$ cat config.mk
export PLATFORM = sky130hd
export DESIGN_NAME = coreriscv_axi4_tile_link_queued_enqueuer
export DESIGN_NICKNAME = d
export VERILOG_FILES = /design/src/rtl/coreriscv_axi4_tile_link_queued_enqueuer.sv
export SDC_FILE = /design/constraint.sdc
export NUM_CORES = 1
export LEC_CHECK = 0
export CAP_MARGIN = 0
export CORE_AREA = 2 2 256 258
export DETAILED_ROUTE_END_ITERATION = 10
export DIE_AREA = 0 0 258 260
export GPL_TIMING_DRIVEN = 0
export HOLD_SLACK_MARGIN = 0.1
export PLACE_DENSITY = 0.63
export SYNTH_ARGS = -nofsm -noshare
export SYNTH_HDL_FRONTEND = slang
export SYNTH_SLANG_ARGS = --single-unit
$ cat constraint.sdc
create_clock -name clk -period 8.8 [get_ports clk]
set_input_delay 1.76 -clock clk [delete_from_list [all_inputs] [get_ports clk]]
set_output_delay 1.76 -clock clk [all_outputs]
set_load 0.01 [all_outputs]
$ cat src/rtl/coreriscv_axi4_tile_link_queued_enqueuer.sv
// Queued TileLink client enqueuer.
// This block sits between the L1 client port and the TileLink-to-AXI4 converter.
// The acquire and release channels (inner->outer) and the grant channel
// (outer->inner) each pass through their own FIFO. Each FIFO depth is set
// separately. Probe and finish are combinational wires.
//
// Ports (top):
//   clk, reset                       clock, asynchronous active-low reset
//   io_{inner,outer}_acquire_*       acquire  inner -> outer, ACQ_W bits
//   io_{inner,outer}_release_*       release  inner -> outer, REL_W bits
//   io_{outer,inner}_grant_*         grant    outer -> inner, GNT_W bits
//   io_{outer,inner}_probe_*         probe    outer -> inner, 28 bits, wires
//   io_{inner,outer}_finish_*        finish   inner -> outer, 2 bits, wires
//   io_{acq,rel,gnt}_count           queue occupancy (debug)

// Single channel queue. It is a circular buffer with a separate occupancy counter.
// DEPTH == 0 turns the queue into plain wires.
module coreriscv_axi4_tile_link_queued_enqueuer_queue #(
    parameter int W     = 8,
    parameter int DEPTH = 2,
    parameter int FLOW  = 0,
    parameter int CW    = 2
) (
    input  logic          clk,
    input  logic          rst_n,
    input  logic          enq_valid_i,
    output logic          enq_ready_o,
    input  logic [W-1:0]  enq_bits_i,
    output logic          deq_valid_o,
    input  logic          deq_ready_i,
    output logic [W-1:0]  deq_bits_o,
    output logic [CW-1:0] count_o
);
    if (DEPTH == 0) begin : g_wire
        logic unused_clk_rst;
        assign unused_clk_rst = clk & rst_n;
        assign enq_ready_o    = deq_ready_i;
        assign deq_valid_o    = enq_valid_i;
        assign deq_bits_o     = enq_bits_i;
        assign count_o        = '0;
    end else begin : g_fifo
        localparam int            PW   = (DEPTH > 1) ? $clog2(DEPTH) : 1;
        localparam logic [CW-1:0] FULL = CW'(DEPTH);
        localparam logic [PW-1:0] LAST = PW'(DEPTH - 1);

        logic [W-1:0]  mem_q [DEPTH];
        logic [PW-1:0] wr_ptr_q, wr_ptr_d, rd_ptr_q, rd_ptr_d;
        logic [CW-1:0] count_q, count_d;
        logic          empty, bypass, enq_fire, deq_fire;

        assign empty = (count_q == '0);
        // The ready signal depends only on the registered count. A dequeue on a full
        // queue therefore frees the slot in the next cycle. There is no
        // combinational path from the outer ready to the inner ready.
        assign enq_ready_o = (count_q != FULL);
        assign deq_valid_o = !empty || ((FLOW != 0) && enq_valid_i);
        assign deq_bits_o  = ((FLOW != 0) && empty) ? enq_bits_i : mem_q[rd_ptr_q];

        // In flow mode, a beat that arrives at an empty queue is taken directly
        // by the consumer. That beat does not touch the storage.
        assign bypass   = (FLOW != 0) && empty && enq_valid_i && deq_ready_i;
        assign enq_fire = enq_valid_i && enq_ready_o && !bypass;
        assign deq_fire = deq_ready_i && !empty;

        always_comb begin
            wr_ptr_d = wr_ptr_q;
            rd_ptr_d = rd_ptr_q;
            count_d  = count_q;
            if (enq_fire) wr_ptr_d = (wr_ptr_q == LAST) ? '0 : wr_ptr_q + 1'b1;
            if (deq_fire) rd_ptr_d = (rd_ptr_q == LAST) ? '0 : rd_ptr_q + 1'b1;
            if (enq_fire && !deq_fire)      count_d = count_q + 1'b1;
            else if (!enq_fire && deq_fire) count_d = count_q - 1'b1;
        end

        always_ff @(posedge clk or negedge rst_n) begin
            if (!rst_n) begin
                wr_ptr_q <= '0;
                rd_ptr_q <= '0;
                count_q  <= '0;
            end else begin
                wr_ptr_q <= wr_ptr_d;
                rd_ptr_q <= rd_ptr_d;
                count_q  <= count_d;
            end
        end

        // The data array has no reset. Reset drops its contents by clearing the count.
        always_ff @(posedge clk) begin
            if (enq_fire) mem_q[wr_ptr_q] <= enq_bits_i;
        end

        assign count_o = count_q;
    end
endmodule

module coreriscv_axi4_tile_link_queued_enqueuer #(
    parameter  int DATA_W    = 64,
    parameter  int ACQ_DEPTH = 2,
    parameter  int REL_DEPTH = 2,
    parameter  int GNT_DEPTH = 2,
    parameter  int FLOW      = 0,
    localparam int ACQ_W     = 47 + DATA_W,
    localparam int REL_W     = 35 + DATA_W,
    localparam int GNT_W     = 12 + DATA_W,
    localparam int ACQ_CW    = (ACQ_DEPTH > 0) ? $clog2(ACQ_DEPTH + 1) : 1,
    localparam int REL_CW    = (REL_DEPTH > 0) ? $clog2(REL_DEPTH + 1) : 1,
    localparam int GNT_CW    = (GNT_DEPTH > 0) ? $clog2(GNT_DEPTH + 1) : 1
) (
    input  logic              clk,
    input  logic              reset,
    input  logic              io_inner_acquire_valid,
    output logic              io_inner_acquire_ready,
    input  logic [ACQ_W-1:0]  io_inner_acquire_bits,
    output logic              io_outer_acquire_valid,
    input  logic              io_outer_acquire_ready,
    output logic [ACQ_W-1:0]  io_outer_acquire_bits,
    input  logic              io_inner_release_valid,
    output logic              io_inner_release_ready,
    input  logic [REL_W-1:0]  io_inner_release_bits,
    output logic              io_outer_release_valid,
    input  logic              io_outer_release_ready,
    output logic [REL_W-1:0]  io_outer_release_bits,
    input  logic              io_outer_grant_valid,
    output logic              io_outer_grant_ready,
    input  logic [GNT_W-1:0]  io_outer_grant_bits,
    output logic              io_inner_grant_valid,
    input  logic              io_inner_grant_ready,
    output logic [GNT_W-1:0]  io_inner_grant_bits,
    input  logic              io_outer_probe_valid,
    output logic              io_outer_probe_ready,
    input  logic [27:0]       io_outer_probe_bits,
    output logic              io_inner_probe_valid,
    input  logic              io_inner_probe_ready,
    output logic [27:0]       io_inner_probe_bits,
    input  logic              io_inner_finish_valid,
    output logic              io_inner_finish_ready,
    input  logic [1:0]        io_inner_finish_bits,
    output logic              io_outer_finish_valid,
    input  logic              io_outer_finish_ready,
    output logic [1:0]        io_outer_finish_bits,
    output logic [ACQ_CW-1:0] io_acq_count,
    output logic [REL_CW-1:0] io_rel_count,
    output logic [GNT_CW-1:0] io_gnt_count
);
    coreriscv_axi4_tile_link_queued_enqueuer_queue #(
        .W(ACQ_W), .DEPTH(ACQ_DEPTH), .FLOW(FLOW), .CW(ACQ_CW)
    ) u_acq_q (
        .clk(clk), .rst_n(reset),
        .enq_valid_i(io_inner_acquire_valid), .enq_ready_o(io_inner_acquire_ready),
        .enq_bits_i(io_inner_acquire_bits),
        .deq_valid_o(io_outer_acquire_valid), .deq_ready_i(io_outer_acquire_ready),
        .deq_bits_o(io_outer_acquire_bits), .count_o(io_acq_count)
    );

    coreriscv_axi4_tile_link_queued_enqueuer_queue #(
        .W(REL_W), .DEPTH(REL_DEPTH), .FLOW(FLOW), .CW(REL_CW)
    ) u_rel_q (
        .clk(clk), .rst_n(reset),
        .enq_valid_i(io_inner_release_valid), .enq_ready_o(io_inner_release_ready),
        .enq_bits_i(io_inner_release_bits),
        .deq_valid_o(io_outer_release_valid), .deq_ready_i(io_outer_release_ready),
        .deq_bits_o(io_outer_release_bits), .count_o(io_rel_count)
    );

    coreriscv_axi4_tile_link_queued_enqueuer_queue #(
        .W(GNT_W), .DEPTH(GNT_DEPTH), .FLOW(FLOW), .CW(GNT_CW)
    ) u_gnt_q (
        .clk(clk), .rst_n(reset),
        .enq_valid_i(io_outer_grant_valid), .enq_ready_o(io_outer_grant_ready),
        .enq_bits_i(io_outer_grant_bits),
        .deq_valid_o(io_inner_grant_valid), .deq_ready_i(io_inner_grant_ready),
        .deq_bits_o(io_inner_grant_bits), .count_o(io_gnt_count)
    );

    assign io_inner_probe_valid  = io_outer_probe_valid;
    assign io_inner_probe_bits   = io_outer_probe_bits;
    assign io_outer_probe_ready  = io_inner_probe_ready;
    assign io_outer_finish_valid = io_inner_finish_valid;
    assign io_outer_finish_bits  = io_inner_finish_bits;
    assign io_inner_finish_ready = io_outer_finish_ready;
endmodule

==> flow_metrics.py <==
metrics = {
    "global_routing": {
        "grt_pass1_wl_um": 77000,
        "grt_pass1_vias": 12258,
        "antenna_found_initial": 9,
        "grtUsageTotal": 0.1533,
        "grt_start_max_net_pins": 62,
        "grt_remaining_overflow": 0,
    },
    "route": {
        "ant_nets": 0,
        "avgRoutedWirePerCell_um": 20.86,
        "drc": 0,
        "drt_iter0_markers": 618,
        "vias_per_cell": 4.421,
        "routed_wl_um": 54010,
        "num_vias": 11445,
        "dr.pass1.iters": 5,
    },
    "clock_network": {
        "insertion_delay_ns": 0.63,
        "cts_setup_buffers": 0,
        "postCtsResizedCells": 0,
        "cts_root_buffer": "clkbuf_16",
        "clk_pin_slew_ns": 0.06,
        "cts_hold_buffers": 0,
        "htree_levels": 2,
        "cts_tree": "built",
        "clk_path_buf_depth": 3,
        "cts_sinks": 584,
        "cts_made_buffers": 61,
    },
    "setup_path": {
        "rr_worst_depth": 6,
        "critPathBufInv": 3,
        "start_kind": "flop",
        "crit_fanout": 10,
        "worstPathRequired_ns": 7.04,
        "path_cells": "buf_2 > buf_4 > mux2_2 > clkdlybuf4s50_1",
        "path_class": "flop to output port",
        "reg2reg_from": "u_rel_q.count_o[0]$_DFFE_PN0P_",
        "slowest_delay_ns": 0.59,
        "critPathTopFamily": "buffers and inverters",
        "cp.depth": 4,
        "setup.worst_path.start": "u_rel_q.g_fifo.rd_ptr_q$_DFFE_PN0P_",
        "crit_path_end_kind": "output port",
        "slowest_stage": "clkdlybuf4s50_1",
        "worstPathArrival_ns": 2.45,
    },
    "place": {
        "portBuffers": 625,
        "hpwl_um": 38860,
        "gp_congestion": 0.7977,
        "dp_slack_ns": 4.621,
    },
    "timing": {
        "hold-worst-slack_ns": 0.5311,
        "tightest_slew_ns": 0.9016,
        "slew-limit-headroom": 0.3989,
        "period_needed_ns": 4.210,
        "setup_ws_ns": 4.590,
        "slew_viol_final": 0,
        "worst_clock_skew_ns": 0.02342,
        "max_freq_mhz": 237.5,
        "rsz0062_at_grt": "no",
        "final-hold-violation-count": 0,
        "finalSetupViolCount": 0,
        "period_share": 0.4784,
    },
    "logic_synthesis": {
        "yosysTopAreaCellShare": 0.7949,
        "synth_edf_count": 572,
        "synth_flop_cell": "edfxtp_1",
        "avgSynthCellArea_um2": 22.10,
        "async_reset_ff_frac": 0.02055,
        "postSynthCellCount": 978,
        "yosysWarnings": 0,
        "ys_ff_latch": 584,
        "synth_seq_area_share": 0.8088,
        "synthesis.area_mm2": 0.02161,
        "synth_top_area_cell": "edfxtp_1",
        "ys_top_cells_by_area": "edfxtp_1, mux2_2, mux2_4, buf_4, dfrtp_1",
        "syn_nets": 1309,
        "ys_types": 17,
    },
    "die": {
        "start_util": 0.3370,
        "die_h_um": 260,
        "die_w_um": 258,
        "fp-row-count": 93,
        "io_pins": 660,
        "core_mm2": 0.06412,
        "die_area_mm2": 0.06708,
    },
    "cells_and_area": {
        "layout_common_cells": "clkdlybuf4s50_1, edfxtp_1, mux2_2",
        "syn2layout_area_growth_pct": 44.26,
        "final_common_cell": "clkdlybuf4s50_1",
        "drive_above_1_share": 0.2650,
        "nets": 2008,
    },
    "power_and_ir_drop": {
        "power-per-cell-area_mw_per_mm2": 324.7,
        "power_leakage_nw": 10.68,
        "irDropWorstVdd_v": 0.0001898,
    },
    "worst_hold_path": {
        "hold_depth": 1,
        "hold_path_class": "flop to flop",
        "hold_start": "u_acq_q.count_o[1]$_DFFE_PN0P_",
    },
    "flow_run": {
        "maxCapViolations": 0,
    },
    "run_status": {
        "status": "completed",
    },
}
[layout make-up]
type / instances / area [um2]
Fill cell: 5318 / 32940
Sequential cell: 584 / 17480
Timing Repair Buffer: 636 / 6514
Multi-Input combinational cell: 325 / 3641
Clock buffer: 82 / 1665
Tap cell: 855 / 1070
Buffer: 66 / 518.0
Clock inverter: 32 / 262.8
Antenna cell: 6 / 15.01
Inverter: 3 / 11.26
[registers in the layout, indices dropped and copies added (netlist names), 2 cells and up]
name                  flops
u_acq_q.count_o           2
u_acq_q.g_fifo.mem_q    222
u_gnt_q.count_o           2
u_gnt_q.g_fifo.mem_q    152
u_rel_q.count_o           2
u_rel_q.g_fifo.mem_q    198
[worst register-to-register path, delay by kind of cell, from the launching register on]
| family | cells | cell delay (ns) |
|---|---|---|
| and+or+nand+nor | 3 | 1.02 |
| buffers and inverters | 3 | 0.72 |
| DFF | 1 | 0.46 |
[power by group]
part / leakage [nW] / total (W) / internal, W / switching (W)
logic: 4.28 / 0.00370 / 0.00201 / 0.00168
clock network: 0.942 / 0.00247 / 0.00141 / 0.00106
registers: 5.45 / 0.00395 / 0.00380 / 0.000153
total: 10.7 / 0.0101 / 0.00723 / 0.00289
[worst paths after layout]
path / endpoint / slack, ns
max: io_outer_release_bits[34] / 4.59
min: u_acq_q.count_o[1]$_DFFE_PN0P_ / 0.53
max reg2reg: u_rel_q.g_fifo.mem_q[0][44]$_DFFE_PP_ / 6.29
min reg2reg: u_acq_q.count_o[1]$_DFFE_PN0P_ / 0.53
max in group asynchronous: u_rel_q.count_o[0]$_DFFE_PN0P_ / 6.73
min in group asynchronous: u_gnt_q.count_o[1]$_DFFE_PN0P_ / 1.57
[metal layers]
layer | vias up | share of wire | global-route usage
li1 | 5242 | - | -
met1 | 5683 | 0.36 | 0.1638
met2 | 405 | 0.52 | 0.2708
met3 | 109 | 0.084 | 0.05789
met4 | 6 | 0.034 | 0.06599
met5 | - | 0.00080 | 0
[Yosys cell counts, types with 6 or more instances]
cell type and count:
buf_2 8, buf_4 45, buf_6 12, dfrtp_1 12
edfxtp_1 572, mux2_2 256, mux2_4 30, nand2_1 6
nor2_1 6, xnor2_1 9, xor2_1 6
[cell families after synthesis]
group,synth area share
XOR/XNOR,0.006080
flip-flops,0.8088
adder cells (fa/ha/maj),0.001737
AND/OR/NAND/NOR,0.004690
buffers and inverters,0.02449
multiplexers,0.1542
[per-stage QoR]
stage	instances	util	total power (W)	setup TNS, ns	cell area, um2
floorplan	978	-	0.005819	0	21610
global placement	2458	0.4513	0.007767	-241.09	28940
detailed placement	2469	0.4559	0.007770	0	29230
CTS	2583	0.4860	0.01028	0	31160
global route	2589	0.4862	0.01057	0	31170
finish	2589	0.4862	0.01012	0	31170
(Power assumes the default switching activity.)
